<file path="config.mk">
export PLATFORM = sky130hd
export DESIGN_NAME = unified_mem_arbiter
export DESIGN_NICKNAME = d
export VERILOG_FILES = /design/src/rtl/unified_mem_arbiter_pkg.sv /design/src/rtl/unified_mem_arbiter_access_timer.sv /design/src/rtl/unified_mem_arbiter.sv
export SDC_FILE = /design/constraint.sdc
export NUM_CORES = 1
export LEC_CHECK = 0
export BUFFER_PORTS_ARGS = -buffer_cell sky130_fd_sc_hd__buf_2
export CAP_MARGIN = 10
export CORE_AREA = 2 2 102 104
export CTS_CLUSTER_SIZE = 8
export DETAILED_ROUTE_END_ITERATION = 7
export DIE_AREA = 0 0 104 106
export PLACE_DENSITY = 0.61
export SYNTH_ARGS = -nofsm -noshare
export SYNTH_HDL_FRONTEND = slang
export SYNTH_SLANG_ARGS = --single-unit
</file>
<file path="constraint.sdc">
create_clock -name clk -period 3.2 [get_ports clk]
set_clock_uncertainty 0.1 [all_clocks]
set_input_delay 0.48 -clock clk [delete_from_list [all_inputs] [get_ports clk]]
set_output_delay 0.48 -clock clk [all_outputs]
set_load 0.02 [all_outputs]
</file>
<file path="src/rtl/unified_mem_arbiter_pkg.sv">
// Shared encodings for the unified-memory arbiter and the hazard logic that mirrors it.
package unified_mem_arbiter_pkg;

   // Arbiter FSM state encodings
   typedef enum logic [1:0] {
      StIdle   = 2'd0,
      StIfAcc  = 2'd1,
      StMemAcc = 2'd2
   } arb_state_e;

   // Which requester wins the grant in the current IDLE cycle
   typedef enum logic [1:0] {
      SelNone = 2'd0,
      SelIf   = 2'd1,
      SelMem  = 2'd2
   } req_sel_e;

   // Counter width able to hold 0..n-1, never narrower than one bit
   function automatic int unsigned cnt_width(input int unsigned n);
      return (n > 1) ? $clog2(n) : 1;
   endfunction

endpackage

</file>
<file path="src/rtl/unified_mem_arbiter_access_timer.sv">
// Access timer: counts the cycles of one RAM access and flags its first and last cycle.
module access_timer
   import unified_mem_arbiter_pkg::*;
#(
   parameter int unsigned MEM_LAT = 2
) (
   input  logic clk,
   input  logic rst,
   input  logic start,   // grant edge: reload the count to zero
   input  logic active,  // an access is in progress
   output logic first,
   output logic last
);

   localparam int unsigned CntW = cnt_width(MEM_LAT);
   localparam logic [CntW-1:0] LastVal = CntW'(MEM_LAT - 1);

   logic [CntW-1:0] lat_cnt_q, lat_cnt_d;

   // Next count: reload on grant, advance while busy, hold once the last cycle is reached
   always_comb begin
      lat_cnt_d = lat_cnt_q;
      if (start) begin
         lat_cnt_d = '0;
      end else if (active && !last) begin
         lat_cnt_d = lat_cnt_q + CntW'(1);
      end
   end

   // Latency counter register
   always_ff @(posedge clk) begin
      if (rst) begin
         lat_cnt_q <= '0;
      end else begin
         lat_cnt_q <= lat_cnt_d;
      end
   end

   assign first = (lat_cnt_q == '0);
   assign last  = (lat_cnt_q == LastVal);

endmodule

</file>
<file path="src/rtl/unified_mem_arbiter.sv">
// Unified-memory arbiter: shares one single-ported RAM between the IF and MEM pipeline stages.
module unified_mem_arbiter
   import unified_mem_arbiter_pkg::*;
#(
   parameter int unsigned ADDR_W     = 32,
   parameter int unsigned DATA_W     = 32,
   parameter int unsigned MEM_LAT    = 2,
   parameter int unsigned STARVE_MAX = 4
) (
   input  logic              clk,
   input  logic              rst,
   input  logic              if_req,
   input  logic [ADDR_W-1:0] if_addr,
   output logic [DATA_W-1:0] if_rdata,
   output logic              if_done,
   input  logic              mem_rd,
   input  logic              mem_wr,
   input  logic [ADDR_W-1:0] mem_addr,
   input  logic [DATA_W-1:0] mem_wdata,
   output logic [DATA_W-1:0] mem_rdata,
   output logic              mem_done,
   output logic              stall_if,
   output logic              stall_mem,
   output logic              ram_en,
   output logic              ram_we,
   output logic [ADDR_W-1:0] ram_addr,
   output logic [DATA_W-1:0] ram_wdata,
   input  logic [DATA_W-1:0] ram_rdata
);

   localparam int unsigned StarveW = $clog2(STARVE_MAX + 1);
   localparam logic [StarveW-1:0] StarveMax = StarveW'(STARVE_MAX);

   arb_state_e         state_q, state_d;
   logic [StarveW-1:0] starve_cnt_q, starve_cnt_d;
   req_sel_e           sel;
   logic               mem_req;
   logic               in_if, in_mem;
   logic               acc_first, acc_last;

   assign mem_req = mem_rd | mem_wr;
   assign in_if   = (state_q == StIfAcc);
   assign in_mem  = (state_q == StMemAcc);

   access_timer #(
      .MEM_LAT(MEM_LAT)
   ) u_access_timer (
      .clk   (clk),
      .rst   (rst),
      .start (sel != SelNone),
      .active(in_if | in_mem),
      .first (acc_first),
      .last  (acc_last)
   );

   // Grant decision, only in IDLE: MEM has priority until IF has waited STARVE_MAX grants
   always_comb begin
      sel = SelNone;
      if (state_q == StIdle) begin
         if (mem_req && (!if_req || (starve_cnt_q != StarveMax))) begin
            sel = SelMem;
         end else if (if_req) begin
            sel = SelIf;
         end
      end
   end

   // Next state: enter the granted access, return to IDLE after its last cycle
   always_comb begin
      state_d = state_q;
      unique case (state_q)
         StIdle: begin
            if (sel == SelMem) begin
               state_d = StMemAcc;
            end else if (sel == SelIf) begin
               state_d = StIfAcc;
            end
         end
         StIfAcc, StMemAcc: begin
            if (acc_last) begin
               state_d = StIdle;
            end
         end
         default: state_d = StIdle;
      endcase
   end

   // Starvation count: MEM grants taken while IF waits; any cycle without if_req forgives it
   always_comb begin
      starve_cnt_d = starve_cnt_q;
      if (!if_req || (sel == SelIf)) begin
         starve_cnt_d = '0;
      end else if ((sel == SelMem) && (starve_cnt_q != StarveMax)) begin
         starve_cnt_d = starve_cnt_q + StarveW'(1);
      end
   end

   // State and starvation registers; reset aborts any access in flight
   always_ff @(posedge clk) begin
      if (rst) begin
         state_q      <= StIdle;
         starve_cnt_q <= '0;
      end else begin
         state_q      <= state_d;
         starve_cnt_q <= starve_cnt_d;
      end
   end

   // RAM side and stage side outputs, decoded from the state; all zero outside an access
   always_comb begin
      ram_en    = in_if | in_mem;
      // rd and wr together count as a store; write only on the first cycle
      ram_we    = in_mem & mem_wr & acc_first;
      ram_addr  = '0;
      ram_wdata = '0;
      if (in_if) begin
         ram_addr = if_addr;
      end else if (in_mem) begin
         ram_addr  = mem_addr;
         ram_wdata = mem_wdata;
      end
      if_done   = in_if & acc_last;
      mem_done  = in_mem & acc_last;
      if_rdata  = if_done ? ram_rdata : '0;
      mem_rdata = mem_done ? ram_rdata : '0;
      stall_if  = if_req & ~if_done;
      stall_mem = mem_req & ~mem_done;
   end

endmodule

</file>
After elaboration in Yosys (flattened, before gate mapping)
Index checks and enable logic that the tools add are counted.
{"block": "word_totals", "regBits": 6, "inputBits": 133, "out_inout_bits": 134, "wordCells": 49}
{"block": "op_classes", "addsub": 2, "eq_ne": 7, "n_mux": 13, "bitwise_logic": 11, "reduce_logical": 13}
{"cell": "$mux 32", "count": 6}
{"cell": "$mux 2", "count": 5}
{"cell": "$and 1x1->1", "count": 6}
{"cell": "$reduce_or 2->1", "count": 3}
{"cell": "$eq 2x1->1 const B", "count": 2}
{"cell": "$eq 2x2->1 const B", "count": 2}
{"cell": "$pmux 2 s2", "count": 1}
{"cell": "$add 3x1->3 const B", "count": 1}
{"cell": "$logic_and 1x1->1", "count": 3}
{"cell": "$ne 3x1->1 const B", "count": 1}
{"cell": "$ne 3x3->1 const B", "count": 1}
{"cell": "$not 1->1", "count": 3}
{"cell": "$logic_not 1->1", "count": 2}
{"cell": "$logic_not 2->1", "count": 1}
{"cell": "$logic_or 1x1->1", "count": 2}
{"cell": "$ne 2x1->1 const B", "count": 1}
{"cell": "$or 1x1->1", "count": 2}
{"cell": "$reduce_and 2->1", "count": 1}
{"cell": "$reduce_bool 2->1", "count": 1}
{"cell": "$add 1x1->1 const B", "count": 1}
{"cell": "$mux 1", "count": 1}

Longest topological paths before layout
Gate-level depths: netlist (run 1).
{"block": "logic_depth", "word_depth": 9, "depth_mapped": 6, "ltp_nobuf": 5}

Hierarchy
Synthesis (run 1) repeated with hierarchy kept, for this count alone.
{"block": "hier_totals", "hier_cells": 268, "hier_area_um2": 1534.0}
{"mod": "unified_mem_arbiter", "n_inst": 1, "cells_per_inst": 264, "area_each_um2": 1496.4, "seq_area_each_um2": 100.1}
{"mod": "access_timer", "n_inst": 1, "cells_per_inst": 4, "area_each_um2": 37.5, "seq_area_each_um2": 20.0}

Least setup slack after synthesis (run 1)
No wires, ideal clock.
{"block": "synth_path", "kind": "reg-to-output", "start": "reg state_q[0]", "end": "out ram_addr[10]", "t_arrival_ns": 1.408, "t_required_ns": 2.620, "slack_ns": 1.212, "path_stages_with_launch": 7, "path_buffers": 2, "path_cell_list": "dfxtp_1 inv_1 ha_1 buf_2 buf_2 nand2_1 o21ai_0"}
{"block": "synth_between", "elab_chain_len": 3, "word_cells_on_any_way": 4, "cone_classes": "eq/ne (2); mux (2)"}
{"item": "start: declaration", "line": "unified_mem_arbiter.sv:34", "rtl": "arb_state_e state_q, state_d;"}
{"item": "start signal: assignment", "line": "unified_mem_arbiter.sv:101", "rtl": "state_q <= StIdle;"}
{"item": "start signal: assignment", "line": "unified_mem_arbiter.sv:104", "rtl": "state_q <= state_d;"}
{"item": "$eq 2x2->1", "line": "unified_mem_arbiter.sv:43", "rtl": "assign in_mem = (state_q == StMemAcc);"}
{"item": "$mux 32", "line": "unified_mem_arbiter.sv:118", "rtl": "end else if (in_mem) begin"}
{"item": "$mux 32 (*)", "line": "unified_mem_arbiter.sv:116", "rtl": "if (in_if) begin"}
{"item": "end: declaration", "line": "unified_mem_arbiter.sv:26", "rtl": "output logic [ADDR_W-1:0] ram_addr,"}
Every way passes the cells marked *; elsewhere a longest branch is shown, timed or not.

Final worst setup path (run 1)
{"block": "layout_path", "start": "reg state_q[0]", "end": "out ram_addr[7]"}
The elaborated chain is that of the path after synthesis.

==> metrics, run 1 <==
fin. max-slew vios=0; routed vias/inst=4.22; Min Hold Slack=0.351 ns; Detailed Route WL=8320 um; Setup crit start=state_q[0]$_SDFFE_PP0P_; Final Hold Fails=0; Resized Gates After CTS=0; RR Startpoint=starve_cnt_q[0]$_SDFFE_PP0P_; Final Non-Filler Cells=649; Worst Path Arrival=2.07 ns; All-Layer GR Usage=12.9%; grt ovf=0; via count=2741; peak supply drop=0.358 mV; Final Wtd Congestion=0.828; Die Span Y=106 um; worst min-delay path endpoint=u_access_timer.last$_SDFFE_PP0P_; H-Tree Depth=1; DRT antenna net count=0; Net Sw Frac=60.4%; # DRC=0; Post-synth ARST share=0%; CTS root buf=clkbuf_8; CP Max Fanout=38; startpoint types=flip-flop; initial antenna violation count=0; final core occ=30.1%; fraction of layout cells with a size suffix above 1=54.2%; clock sink count=6; Finish-stage setup viols=0; WL/cell=12.8 um; most common cell after layout, fill and taps aside=buf_2; crit path kind=flip-flop to primary output; clock group share of total power=7.1%; min-delay src=rst; number of DRC markers in iteration 0=229; Synth Net Count=405; Post-CTS Repair Setup Buffers=0; drt pass-1 iters=4; dpl cells=646; # IOs=267; status=finished clean; worst skew pair latency=0.22 ns; cell-internal power=650 uW; initial core utilization=15.3%; Final Cycle Share=82.9%; hold path depth=2; Static Leakage=2.05 nW; relative slew slack=61.3%; DIE WIDTH=104 um; clock buffer depth=2; diode count=0; Core Region=0.0100 mm^2; Layout Nets=653; post-route minimum period=2.65 ns; Worst R2R Path Depth=5; RSZ-0062 raised after global routing=no; global-route wire length before repair=12000 um; Area Growth Syn to Fin=96.7%; RR Endpoint=starve_cnt_q[0]$_SDFFE_PP0P_; top_reg_cell synth=dfxtp_1; Gate power share=86.4%; number of global-route vias before repair=2448; cts hold-fix bufs=0; Psw=993 uW; Synth Area per Inst=5.73 um^2; register share of total power=6.5%; Post-synth EDFFs=0; commonest cells after routing, fill and taps aside=266 x buf_2, 64 x nand2_1, 64 x and3_1; distinct cell type count after synthesis=25; Power Dens Cells=546 mW/mm^2; Worst-path clk slew=0.04 ns; CP Data Required Time=2.62 ns; largest net degree at the start of global routing=67; setup_tns=0 ns; HPWL Detailed=6920 um; Site Rows=37; Critical Path End Type=primary output; Syn. warnings=0; post-synthesis sequential area ratio=7.86%; Slew @ Worst Pin=0.581 ns; CTS tree=yes; CTS Buf Count=3; Register-to-Register Setup Slack=1.62 ns; Cells after Synth=267; Mapped Area=0.00153 mm^2; Max-cap violations=0; area of the die=0.0110 mm^2; post-synthesis register bit count=6; FMAX=0.377 GHz; Port-buffer cells=266; Hold Crit Class=input pin to flip-flop
==> cell type report <==
cell class,count,area [um^2]
fillers,1102,6990
repair buffers,270,1370
multi-input cells,228,1280
well taps,136,170
flip-flops and latches,6,120
clock buffers,3,41.3
inverters,6,22.5
==> cells in the mapped netlist, types with 2 or more instances <==
library cell	count	area share (%)
buf_2	8	2.6
or3_1	2	0.82
nor2_1	6	1.5
nand2_1	64	16
dfxtp_1	6	7.9
ha_1	5	4.1
inv_1	6	1.5
nor2b_1	2	0.82
and2_1	35	14
a21oi_1	2	0.65
o21ai_0	35	11
and3_1	64	26
a211oi_1	2	0.98
clkbuf_1	19	4.7
==> worst max-delay path, cell delays in order, from the launching register on <==
cell and delay (ns):
dfxtp_1 0.31, inv_1 0.09, ha_2 0.50, buf_4 0.42, nand2_1 0.08, o21ai_0 0.21, buf_2 0.21
==> state kept, by name, indices dropped and copies added (netlist names) <==
signal               flops
starve_cnt_q             3
state_q                  2
u_access_timer.last      1
==> layer usage <==
| layer | vias to the layer above | wire length [um] | GRT usage, % | share of wire (%) |
|---|---|---|---|---|
| met2 | 130 | 4310 | 24.7 | 52 |
| met1 | 1217 | 3340 | 15.3 | 40 |
| li1 | 1390 | - | - | - |
| met4 | 0 | 30 | 1.64 | 0.36 |
| met3 | 4 | 641 | 2.33 | 7.7 |
| met5 | - | 0 | 0 | 0 |
==> kinds of logic after synthesis <==
family / after synthesis / synth area share, %
and+or+nand+nor: 178 / 62.2
AOI/OAI and AO/OA: 45 / 17.1
buffers and inverters: 33 / 8.76
DFF: 6 / 7.86
adders and majority gates: 5 / 4.09
==> power by group through the flow <==
stage | sequential, mW | clock [mW] | combinational [mW]
finish | 0.106 | 0.117 | 1.42
global route | 0.109 | 0.122 | 1.54
CTS | 0.106 | 0.118 | 1.43
detailed placement | 0.107 | 0 | 1.42
floorplan | 0.102 | 0 | 0.948
global placement | 0.106 | 0 | 1.41
==> through the flow <==
step                area (um^2)  setup slack (ns)  power [mW]
global route               3010             0.406        1.77
CTS                        3010             0.513        1.65
detailed placement         2970             0.758        1.53
floorplan                  1530              1.21        1.05
finish                     3010             0.548        1.64
global placement           2970             0.816        1.51
==> worst max path at each step <==
| stage | to | slack (ns) | cells after the start |
|---|---|---|---|
| 2_1_floorplan | ram_addr[10] | 1.21 | 6 |
| 3_3_place_gp | ram_addr[7] | 0.82 | 6 |
| 3_5_place_dp | ram_addr[7] | 0.76 | 6 |
| 4_1_cts | ram_addr[7] | 0.51 | 6 |
| 5_1_grt | ram_addr[7] | 0.41 | 6 |
| 6_report | ram_addr[7] | 0.55 | 6 |
No activity file was read; power rests on OpenSTA's default activity.
==> run 2: changes to the inputs <==
--- a/config.mk
+++ b/config.mk
@@ -7,11 +7,11 @@
 export LEC_CHECK = 0
 export BUFFER_PORTS_ARGS = -buffer_cell sky130_fd_sc_hd__buf_2
 export CAP_MARGIN = 10
-export CORE_AREA = 2 2 102 104
+export CORE_AREA = 2 2 103 105
 export CTS_CLUSTER_SIZE = 8
 export DETAILED_ROUTE_END_ITERATION = 7
-export DIE_AREA = 0 0 104 106
-export PLACE_DENSITY = 0.61
+export DIE_AREA = 0 0 105 107
+export PLACE_DENSITY = 0.6
 export SYNTH_ARGS = -nofsm -noshare
 export SYNTH_HDL_FRONTEND = slang
 export SYNTH_SLANG_ARGS = --single-unit
==> constraint.sdc (replaced) <==
create_clock -name clk -period 2.6 [get_ports clk]
set_clock_uncertainty 0.1 [all_clocks]
set_input_delay 0.39 -clock clk [delete_from_list [all_inputs] [get_ports clk]]
set_output_delay 0.39 -clock clk [all_outputs]
set_load 0.02 [all_outputs]
==> metrics, run 2 (same netlist as run 1, synthesis figures left out) <==
Hold Crit Class=input pin to flip-flop (unchanged); most common cell after layout, fill and taps aside=buf_2 (unchanged); Area Growth Syn to Fin=98.2% (was 96.7%); Layout Nets=656 (was 653); peak supply drop=0.422 mV (was 0.358 mV); Slew @ Worst Pin=0.364 ns (was 0.581 ns); CTS Buf Count=3 (unchanged); largest net degree at the start of global routing=63 (was 67); Final Non-Filler Cells=652 (was 649); FMAX=0.437 GHz; All-Layer GR Usage=13.0% (was 12.9%); CP Max Fanout=40 (was 38); global-route wire length before repair=12300 um (was 12000 um); dpl cells=649 (was 646); Power Dens Cells=679 mW/mm^2 (was 546 mW/mm^2); routed vias/inst=4.22 (about the same); Detailed Route WL=8440 um (was 8320 um); Final Wtd Congestion=0.952 (was 0.828); RSZ-0062 raised after global routing=no (unchanged); commonest cells after routing, fill and taps aside=266 x buf_2, 64 x nand2_1, 64 x and3_1 (unchanged); CTS root buf=clkbuf_8 (unchanged); clock buffer depth=2 (unchanged); area of the die=0.0112 mm^2 (was 0.0110 mm^2); Worst Path Arrival=1.80 ns (was 2.07 ns); Site Rows=37 (unchanged); Final Cycle Share=88.1%; Critical Path End Type=primary output (unchanged); RR Startpoint=starve_cnt_q[0]$_SDFFE_PP0P_ (unchanged); grt ovf=0 (unchanged); # DRC=0 (unchanged); Resized Gates After CTS=0 (unchanged); HPWL Detailed=7080 um (was 6920 um); max reg flops=3 (unchanged); worst skew pair latency=0.22 ns (about the same); Final Hold Fails=0 (unchanged); post-route minimum period=2.29 ns; fraction of layout cells with a size suffix above 1=54.5% (was 54.2%); Worst-path clk slew=0.03 ns (was 0.04 ns); Port-buffer cells=266 (unchanged); Die Span Y=107 um (was 106 um); routing usage on met3=1.95% (was 2.33%); crit path kind=flip-flop to primary output (unchanged); CP Data Required Time=2.11 ns (was 2.62 ns); drt pass-1 iters=4 (unchanged); fin. max-slew vios=0 (unchanged); Static Leakage=2.07 nW (was 2.05 nW); # IOs=267 (unchanged); diode count=0 (unchanged); initial core utilization=15.2% (was 15.3%); clock sink count=6 (unchanged); Finish-stage setup viols=0 (unchanged); Post-CTS Repair Setup Buffers=0 (unchanged); met2 GRT Util=22.5% (was 24.7%); WL/cell=12.9 um (was 12.8 um); Setup crit start=state_q[1]$_SDFFE_PP0P_ (was state_q[0]$_SDFFE_PP0P_); min-delay src=rst (unchanged); via count=2754 (was 2741); cts hold-fix bufs=0 (unchanged); number of DRC markers in iteration 0=176 (was 229); Core Region=0.0101 mm^2 (was 0.0100 mm^2); startpoint types=flip-flop (unchanged); Max-cap violations=0 (unchanged); status=finished clean (unchanged); setup_tns=0 ns (unchanged); number of global-route vias before repair=2352 (was 2448); DRT antenna net count=0 (unchanged); CTS tree=yes (unchanged); Most Crowded Layer GR=met2 (unchanged); initial antenna violation count=0 (unchanged); met1 Usage GRT=17.7% (was 15.3%); Top reg by flops=starve_cnt_q (unchanged); DIE WIDTH=105 um (was 104 um); H-Tree Depth=1 (unchanged); relative slew slack=75.7% (was 61.3%)
[run 2: changes by cell type in the layout (fill, tap and decap cells not counted)]
cell   change
buf_4      +3
[run 2: worst max-delay path, cell delays in order (launching register included)]
cell,delay [ns]
dfxtp_1,0.32
inv_1,0.08
ha_2,0.41
buf_4,0.38
and3_1,0.22
buf_2,0.16
[run 2: path summary, 6_finish.rpt]
check | end | slack (ns) | cells after the start
max | if_rdata[14] | 0.31 | 5
min | u_access_timer.last$_SDFFE_PP0P_ | 0.28 | 2
max reg2reg | starve_cnt_q[0]$_SDFFE_PP0P_ | 0.99 | 5
min reg2reg | state_q[1]$_SDFFE_PP0P_ | 0.40 | 2
[run 2: area by class of cell]
class	count	area (um^2)
tap	136	170
fill	1147	7060
multi-input combinational	228	1280
timing repair buffer	273	1400
inverter	6	22.5
clock buffer	3	41.3
sequential	6	120
[run 2: metrics by stage]
step | util, % | hold slack, ns | total power, mW | area, um^2 | setup WS (ns)
2_1_floorplan | - | 0.359 | 1.29 | 1530 | 0.702
3_3_place_gp | 29.6 | 0.388 | 1.90 | 2990 | 0.574
3_5_place_dp | 29.6 | 0.404 | 1.92 | 2990 | 0.517
4_1_cts | 30.0 | 0.275 | 2.07 | 3030 | 0.284
5_1_grt | 30.0 | 0.285 | 2.23 | 3030 | 0.138
6_report | 30.0 | 0.277 | 2.06 | 3030 | 0.310
[run 2: metal layers]
layer	vias up	share of wire, %
li1	1394	-
met1	1229	43
met2	127	50
met3	4	6.6
met4	0	0.65
met5	-	0
[run 2: report_power, final]
group	internal [mW]	switching [mW]
clock	0.0994	0.0394
sequential	0.112	0.0215
combinational	0.603	1.18
total	0.814	1.24
==> run 3: changes to the inputs <==
--- a/config.mk
+++ b/config.mk
@@ -7,11 +7,15 @@
 export LEC_CHECK = 0
 export BUFFER_PORTS_ARGS = -buffer_cell sky130_fd_sc_hd__buf_2
 export CAP_MARGIN = 10
-export CORE_AREA = 2 2 103 105
+export CELL_PAD_IN_SITES_DETAIL_PLACEMENT = 1
+export CELL_PAD_IN_SITES_GLOBAL_PLACEMENT = 2
+export CORE_ASPECT_RATIO = 1.1
+export CORE_MARGIN = 2
+export CORE_UTILIZATION = 10
 export CTS_CLUSTER_SIZE = 8
 export DETAILED_ROUTE_END_ITERATION = 7
-export DIE_AREA = 0 0 105 107
-export PLACE_DENSITY = 0.6
+export PLACE_DENSITY = 0.92
 export SYNTH_ARGS = -nofsm -noshare
 export SYNTH_HDL_FRONTEND = slang
+export SYNTH_HIERARCHICAL = 1
 export SYNTH_SLANG_ARGS = --single-unit
==> metrics, run 3 <==
routed vias/inst=3.99 (was 4.22); post-synthesis xor/xnor area fraction=0% (unchanged); WP buf/inv=3 (unchanged); Layout Nets=657 (was 656); Hold Crit Class=input pin to flip-flop (unchanged); post-synthesis sequential area ratio=7.83% (was 7.86%); WL/cell=13.9 um (was 12.9 um); # DRC=0 (unchanged); drt pass-1 iters=4 (unchanged); largest net degree at the start of global routing=41 (was 63); Top reg by flops=starve_cnt_q (unchanged); placed cell area=0.00307 mm^2 (was 0.00299 mm^2); area of the die=0.0163 mm^2 (was 0.0112 mm^2); initial antenna violation count=2 (was 0); max reg flops=3 (unchanged); CP Max Fanout=33 (was 40); max incr delay on CP=0.31 ns (was 0.41 ns); number of DRC markers in iteration 0=60 (was 176); initial core utilization=10.2% (was 15.2%); cts hold-fix bufs=0 (unchanged); post-synthesis simple-gate area fraction=62.9% (was 62.2%); area share of the largest cell type after synthesis=26.5% (was 26.2%); Critical Path End Type=primary output (unchanged); Final Non-Filler Cells=714 (was 652); Power Dens Cells=740 mW/mm^2 (was 679 mW/mm^2); distinct cell type count after synthesis=27 (was 25); peak supply drop=0.264 mV (was 0.422 mV); top cells by count, synth=65 x and3_1, 64 x nand2_1, 35 x and2_1, 35 x o21ai_0, 17 x clkbuf_1 (was 64 x and3_1, 64 x nand2_1, 35 x and2_1, 35 x o21ai_0, 19 x clkbuf_1); CTS Buf Count=3 (unchanged); H-Tree Depth=1 (unchanged); Detailed Route WL=9930 um (was 8440 um); Finish-stage setup viols=0 (unchanged); Synth Net Count=406 (was 405); Cells after Synth=268 (was 267); CTS tree=yes (unchanged); fraction of layout cells with a size suffix above 1=54.7% (was 54.5%); fin. max-slew vios=0 (unchanged); relative slew slack=67.9% (was 75.7%); Final WS setup=0.321 ns (was 0.310 ns); Post-CTS Repair Setup Buffers=0 (unchanged); clock sink count=6 (unchanged); Synth Area in Adders=4.08% (was 4.09%); largest family of logic cells by synthesized area=simple AND/OR/NAND/NOR gates (unchanged); global-route wire length before repair=14400 um (was 12300 um); Worst path slowest cell=ha_2 (unchanged); mux contribution to synthesized area=0% (unchanged); Worst-path clk slew=0.03 ns (about the same); Slew @ Worst Pin=0.481 ns (was 0.364 ns); post-synthesis register bit count=6 (unchanged); Mapped Area=0.00153 mm^2 (about the same); commonest cells after routing, fill and taps aside=266 x buf_2, 65 x and3_1, 64 x nand2_1 (was 266 x buf_2, 64 x nand2_1, 64 x and3_1); Tot Pwr=2.33 mW (was 2.06 mW); Worst Path Arrival=1.79 ns (was 1.80 ns); via count=2851 (was 2754); DIE WIDTH=122 um (was 105 um); post-synth top area cell=and3_1 (unchanged); Min Hold Slack=0.268 ns (was 0.277 ns); number of global-route vias before repair=2847 (was 2352); Post-synth EDFFs=0 (unchanged); startpoint types=flip-flop (unchanged); CP Data Required Time=2.11 ns (about the same); Synth Area per Inst=5.72 um^2 (was 5.73 um^2); Die Span Y=134 um (was 107 um); # IOs=267 (unchanged); Resized Gates After CTS=0 (unchanged); Core Region=0.0151 mm^2 (was 0.0101 mm^2); count leader, synth=and3_1; grt ovf=0 (unchanged); top_reg_cell synth=dfxtp_1 (unchanged); Port-buffer cells=266 (unchanged); most common cell after layout, fill and taps aside=buf_2 (unchanged); post-route minimum period=2.28 ns (was 2.29 ns); Final Wtd Congestion=0.807 (was 0.952); CTS root buf=clkbuf_16 (was clkbuf_8); FMAX=0.439 GHz (was 0.437 GHz); Site Rows=47 (was 37); All-Layer GR Usage=11.2% (was 13.0%); Cell Chain, Critical Path=inv_1, ha_2, nor2b_2, buf_4, and2_1, buf_2 (was inv_1, ha_2, buf_4, and3_1, buf_2); setup slack at placement=0.506 ns (was 0.517 ns); DRT antenna net count=0 (unchanged); crit path kind=flip-flop to primary output (unchanged); dpl cells=710 (was 649); final core occ=20.9% (was 30.0%); Area Growth Syn to Fin=105% (was 98.2%); Syn. warnings=6 (was 0); Max-cap violations=0 (unchanged); CP delay by family, top=buffers and inverters (unchanged); Post-synth ARST share=0% (unchanged); clock buffer depth=2 (unchanged); filler instances=1984 (was 1147); Final Cycle Share=87.6% (was 88.1%); status=finished clean (unchanged); setup_tns=0 ns (unchanged); Final Hold Fails=0 (unchanged); worst skew pair latency=0.23 ns (was 0.22 ns); Synth area leaders=and3_1 27%, nand2_1 16%, and2_1 14% (was and3_1 26%, nand2_1 16%, and2_1 14%); HPWL Detailed=8430 um (was 7080 um); RSZ-0062 raised after global routing=no (unchanged); Static Leakage=2.09 nW (was 2.07 nW); fin area=0.00315 mm^2 (was 0.00303 mm^2); post-synthesis compound-gate area fraction=16.1% (was 17.1%)
-- run 3: worst register-to-register path: cells and delay by family, from the launching register on --
family,cells,cell delay [ns]
DFF,1,0.62
AOI/OAI and AO/OA,1,0.14
and+or+nand+nor,2,0.40
buffers and inverters,1,0.25
-- run 3: area by class of cell --
class,instances,area [um^2],area share [%]
clock buffers,3,75.1,2.39
inverters,7,26.3,0.835
repair buffers,273,1400,44.4
well taps,196,245,7.80
multi-input cells,228,1280,40.7
diodes,1,2.50,0.0796
flip-flops and latches,6,121,3.86
-- run 3: worst paths after layout --
check / startpoint / endpoint / slack [ns] / cells past startpoint
setup reg to reg: u_access_timer/last$_SDFFE_PP0P_ / state_q[1]$_SDFFE_PP0P_ / 1.02 / 4
hold reg to reg: state_q[1]$_SDFFE_PP0P_ / state_q[1]$_SDFFE_PP0P_ / 0.40 / 2
hold / removal: rst / u_access_timer/last$_SDFFE_PP0P_ / 0.27 / 2
setup / recovery: state_q[0]$_SDFFE_PP0P_ / ram_wdata[29] / 0.32 / 6
-- run 3: cell families after synthesis --
kind of cell | after synthesis
buffers and inverters | 34
AO/OA/AOI/OAI | 45
adder cells (fa/ha/maj) | 5
AND/OR/NAND/NOR | 178
flip-flops | 6
-- run 3: per-layer routing --
layer	track usage (%)	routed length [um]	vias to the layer above
li1	-	-	1400
met1	11.5	3670	1268
met2	22.3	5070	177
met3	3.53	1160	6
met4	1.15	27	0
met5	0	0	-
-- run 3: where the power goes --
part	switching [mW]	internal [mW]
combinational	1.28	0.644
clock	0.0492	0.197
sequential	0.0423	0.115
